==> src/rtl/sap_datapath.sv <==
// sap_datapath
//   Datapath of a SAP-style 8-bit computer: program counter, memory address
//   register, 16x8 RAM, instruction register, accumulator A, register B,
//   output register, ALU with zero/carry flags and a single shared 8-bit bus.
//   The control unit drives ControlSignal every cycle and reads back the
//   opcode and flags.
//
// Ports
//   clk           clock, all state changes on the rising edge
//   rst           asynchronous active-low reset (RAM contents are kept)
//   ControlSignal 16-bit control word (bit map below)
//   prog_we       program-load write strobe into RAM
//   prog_addr     program-load RAM address
//   prog_data     program-load RAM data
//   opcode        IR[7:4]
//   flagReg       {Z, C}
//   out_data      output register
//   bus_dbg       current bus value (combinational)
//   bus_err       sticky: more than one bus driver enabled at a clock edge
//
// ControlSignal bits
//   0 Cp  1 Ep  2 Lp  3 Lm  4 Er  5 Wr  6 Li  7 Ei
//   8 La  9 Ea 10 Su 11 Eu 12 Lb 13 Lo 14 Lf 15 Ca
module sap_datapath #(
    parameter logic [7:0] BUS_IDLE = 8'h00
) (
    input  logic        clk,
    input  logic        rst,
    input  logic [15:0] ControlSignal,
    input  logic        prog_we,
    input  logic [3:0]  prog_addr,
    input  logic [7:0]  prog_data,
    output logic [3:0]  opcode,
    output logic [1:0]  flagReg,
    output logic [7:0]  out_data,
    output logic [7:0]  bus_dbg,
    output logic        bus_err
);

    logic cp, ep, lp, lm, er, wr, li, ei, la, ea, su, eu, lb, lo, lf, ca;

    assign cp = ControlSignal[0];
    assign ep = ControlSignal[1];
    assign lp = ControlSignal[2];
    assign lm = ControlSignal[3];
    assign er = ControlSignal[4];
    assign wr = ControlSignal[5];
    assign li = ControlSignal[6];
    assign ei = ControlSignal[7];
    assign la = ControlSignal[8];
    assign ea = ControlSignal[9];
    assign su = ControlSignal[10];
    assign eu = ControlSignal[11];
    assign lb = ControlSignal[12];
    assign lo = ControlSignal[13];
    assign lf = ControlSignal[14];
    assign ca = ControlSignal[15];

    logic [3:0] pc;
    logic [3:0] mar;
    logic [7:0] ir;
    logic [7:0] a_reg;
    logic [7:0] b_reg;
    logic [7:0] out_reg;
    logic [1:0] flags;
    logic       err;
    logic [7:0] mem [16];

    logic [7:0] bus;
    logic [8:0] alu_res;
    logic [8:0] step_res;
    logic [4:0] drv_en;
    logic       multi_drv;

    // 9-bit add/subtract; subtraction is A + ~B + 1, so carry=1 means no borrow.
    function automatic logic [8:0] alu_calc(input logic [7:0] a, input logic [7:0] b,
                                            input logic sub);
        logic [7:0] bo;
        bo = sub ? ~b : b;
        return {1'b0, a} + {1'b0, bo} + {8'h00, sub};
    endfunction

    // Accumulator step: +1, or -1 computed as A + 8'hFF so the carry out
    // is the no-borrow indication, consistent with the ALU subtract.
    function automatic logic [8:0] step_calc(input logic [7:0] a, input logic dec);
        return {1'b0, a} + (dec ? 9'h0FF : 9'h001);
    endfunction

    assign alu_res  = alu_calc(a_reg, b_reg, su);
    assign step_res = step_calc(a_reg, su);

    always_comb begin
        bus = BUS_IDLE;
        if (eu)      bus = alu_res[7:0];
        else if (ea) bus = a_reg;
        else if (er) bus = mem[mar];
        else if (ei) bus = {4'h0, ir[3:0]};
        else if (ep) bus = {4'h0, pc};
    end

    // Two or more drivers enabled: clear the lowest set bit and see if any remain.
    assign drv_en    = {eu, ea, er, ei, ep};
    assign multi_drv = |(drv_en & (drv_en - 5'd1));

    // RAM lives in the reset block only so that a write presented while reset
    // is asserted is dropped; the array itself is never cleared.
    always_ff @(posedge clk or negedge rst) begin
        if (!rst) begin
            pc      <= 4'h0;
            mar     <= 4'h0;
            ir      <= 8'h00;
            a_reg   <= 8'h00;
            b_reg   <= 8'h00;
            out_reg <= 8'h00;
            flags   <= 2'b00;
            err     <= 1'b0;
        end else begin
            if (lp)      pc <= bus[3:0];
            else if (cp) pc <= pc + 4'h1;

            if (lm) mar <= bus[3:0];
            if (li) ir <= bus;
            if (lb) b_reg <= bus;
            if (lo) out_reg <= bus;

            if (la)      a_reg <= bus;
            else if (ca) a_reg <= step_res[7:0];

            // Step flags only when the step actually updates A; a load from
            // the bus keeps ALU-derived flags.
            if (lf) begin
                if (ca && !la) flags <= {step_res[7:0] == 8'h00, step_res[8]};
                else           flags <= {alu_res[7:0] == 8'h00, alu_res[8]};
            end

            if (multi_drv) err <= 1'b1;

            if (prog_we)  mem[prog_addr] <= prog_data;
            else if (wr)  mem[mar]       <= bus;
        end
    end

    assign opcode   = ir[7:4];
    assign flagReg  = flags;
    assign out_data = out_reg;
    assign bus_dbg  = bus;
    assign bus_err  = err;

endmodule

==> config.mk <==
export PLATFORM = sky130hd
export DESIGN_NAME = sap_datapath
export DESIGN_NICKNAME = d
export VERILOG_FILES = /design/src/rtl/sap_datapath.sv
export SDC_FILE = /design/constraint.sdc
export NUM_CORES = 1
export LEC_CHECK = 0
export CAP_MARGIN = 20
export CORE_MARGIN = 1.5
export CORE_UTILIZATION = 38
export CTS_BUF_LIST = sky130_fd_sc_hd__clkbuf_8
export DETAILED_ROUTE_END_ITERATION = 16
export PLACE_DENSITY_LB_ADDON = 0.12
export SYNTH_ARGS = -nofsm -noshare
export SYNTH_HDL_FRONTEND = slang
export SYNTH_SLANG_ARGS = --single-unit
==> constraint.sdc <==
create_clock -name clk -period 8.95 [get_ports clk]
set_input_delay 1.79 -clock clk [delete_from_list [all_inputs] [get_ports clk]]
set_output_delay 1.79 -clock clk [all_outputs]
set_load 0.1 [all_outputs]
==> flow_summary.toml <==
[outcome]
status = "completed"

[setup_path]
cp-startpoint = "ControlSignal[10]"
cp_max_fo = 16
arrival_ns = 5.84
r2r-start = "mar[0]"
end_kind = "output port"
criticalPathCategory = "input port to output port"
required_ns = 7.16
cp-start-kind = "input port"

[route]
vias_per_cell = 5.33
routedWlPerCell_um = 21.8
dr.pass1.iters = 4
ant_nets = 0
wl_um = 19100
drt_drc_violations_left = 0
vias = 4657
drtIter0Drc = 286

[pwr]
p_per_area_nw_per_um2 = 375
max-vdd-ir-drop_mv = 0.153
leakagePower_uw = 0.00322

[global_route]
grt_usage = 0.186
use_met3 = 0.0404
grt_max_degree = 48
grt_pass1_wl_um = 29600
grt_antenna_before_repair = 0
met1_usage = 0.247
grt_pass1_vias = 4802
grt_busiest_layer = "met2"
overflow = 0
use_met2 = 0.303

[cts]
clkSlewWorstSetupHoldPaths_ns = 0.09
clock_latency_ns = 0.46
cts_hold_buf = 0
post_cts_resize_count = 0
cts_buffers = 17
cts_tree = "built"
cts_buffer_depth = 2
cts_setup_buffers = 0
h-tree-depth = 4
root_buffer = "clkbuf_8"
clock_sinks = 171

[sta]
skew_ns = 0.0186
timing.final.crit_share = 0.853
period_needed_ns = 7.63
fmax_mhz = 131
finalSetupTns_ns = 0
setup_viol = 0
grt_setup_unrepaired = "false"
worst_slack_ns = 1.32
maxSlewViolCount = 0
hold_viol_final = 0
relSlewSlack = 0.339
tightest_slew_ns = 0.988

[logic_synthesis]
synth_cell_type_count = 61
synth_area_leaders = "edfxtp_1 (48%), dfrtp_1 (13%), mux4_2 (9.3%), mux2_2 (4.4%), ha_1 (2.5%)"
synth-simple-area-share = 0.0691
yosys.area.top_type = "edfxtp_1"
syn_inst = 538
synth_xor_area_frac = 0.0230
synth_top_family_by_area = "multiplexers"
avgSynthCellArea_um2 = 14.8
netlist_area_um2 = 7980
synth_edf_count = 128
synth_flop_cell = "edfxtp_1"
ys_async_sr_fraction = 0.251
synth_compound_area_frac = 0.0749
synth_warnings = 0
muxShareOfSynthArea = 0.157
postSynthNetCount = 587
synth-seq-cells = 171
yosysTopAreaCellShare = 0.481
yosysSeqAreaShare = 0.616
synthAdderAreaFrac = 0.0313

[layout]
area_growth_pct = 15.6
largest_reg_flops = 128
final_layout_size_suffix_gt1_frac = 0.201
fin_nets = 639
antenna_cells = 0
regMostFlops = "mem"

[die]
fp.dieW_um = 148
die_h_um = 148
std_cell_rows = 52
coreArea_um2 = 20400
die_area_um2 = 21900
ios = 54
start_util = 0.391

[placed_design]
gp_congestion = 0.759
io_buffer_count = 53
dp_hpwl_um = 13200
place_ws_ns = 1.33

[run]
maxCapViolations = 0

[worst_hold_path]
hold_path.startpoint = "bus_err"
hold_class = "flip-flop to flip-flop"
-- per-stage QoR --
step | utilization | area (um2) | cells | hold slack (ns) | power (uW)
after global routing | 0.452 | 9230 | 873 | 0.523 | 3640
after CTS | 0.451 | 9220 | 872 | 0.480 | 3490
after global placement | 0.428 | 8740 | 840 | 0.454 | 2810
after floorplan | - | 7980 | 538 | 0.481 | 2390
final | 0.452 | 9230 | 873 | 0.473 | 3460
after detailed placement | 0.428 | 8740 | 840 | 0.459 | 2840
-- power breakdown --
part	internal, uW	switching (uW)	leakage [uW]
Sequential	982	129	0.00165
Clock	348	301	0.000241
Combinational	607	1090	0.00133
-- critical path, stage by stage --
cell and delay, ns:
clkdlybuf4s50_1 0.98, xor2_1 0.25, inv_1 0.09, fa_1 0.46
nand2b_1 0.17, a21oi_1 0.26, nor4_1 0.08, nor3_1 0.29
a22oi_2 0.19, inv_1 0.11, clkdlybuf4s50_1 1.14
-- cell families after synthesis --
logic type	count (synthesis)
AO/OA/AOI/OAI	89
AND/OR/NAND/NOR	113
XOR/XNOR	21
buffers and inverters	45
adder cells (fa/ha/maj)	19
flip-flops	171
multiplexers	80
-- per-layer routing --
metal	vias to the layer above	share of wire
li1	2171	-
met1	2358	0.45
met2	107	0.49
met3	21	0.041
met4	0	0.019
met5	-	0
-- cells in the mapped netlist, types with 3 or more instances --
cell type	n
a211oi_1	6
a21o_1	4
a21oi_1	31
a31oi_1	5
buf_2	11
buf_4	4
buf_6	4
clkbuf_1	10
dfrtp_1	43
edfxtp_1	128
ha_1	16
inv_1	14
mux2_2	31
mux2i_1	16
mux4_2	33
nand2_1	24
nand2b_1	5
nand3_1	3
nor2_1	40
nor2b_1	10
nor3_1	12
nor3b_1	3
nor4_1	3
o21a_1	3
o21ai_0	12
o21ai_1	4
xnor2_1	8
xor2_1	13
-- path summary, 6_finish.rpt --
check,end,slack (ns),cells past startpoint
max,bus_dbg[6],1.32,11
min,bus_err,0.47,1
max reg2reg,mem[0][1],5.20,8
min reg2reg,bus_err,0.47,1
max in group asynchronous,mar[0],7.04,2
min in group asynchronous,flagReg[1],1.42,2
-- cell usage in the layout (no fill, tap or decap), types with 3 or more instances in the layout --
cell and n:
a21oi_1 31, nor4_1 3, o21a_1 3, bufinv_16 5, clkdlybuf4s50_1 51, nand2b_1 5
mux4_2 33, nor3_1 12, xor2_1 13, nor3b_1 3, mux2i_1 16, a211oi_1 6
inv_8 3, clkbuf_8 18, a21o_1 4, nor2b_1 10, edfxtp_1 128, o21ai_0 12
inv_1 15, buf_4 11, dfrtp_1 42, inv_6 3, xnor2_1 8, mux2_2 31
ha_1 16, nor2_1 40, o21ai_1 4, nand3_1 3, nand2_1 24, a31oi_1 5
-- cell type report --
type                       instances  area, um2
clock buffer                      18        248
clock inverter                    14        230
fill                            1859      11200
inverter                          15       56.3
multi-input combinational        322       2840
sequential                       171       4920
tap                              270        338
timing repair buffer              63        598
Note: power is estimated with default switching activity, not from simulation.
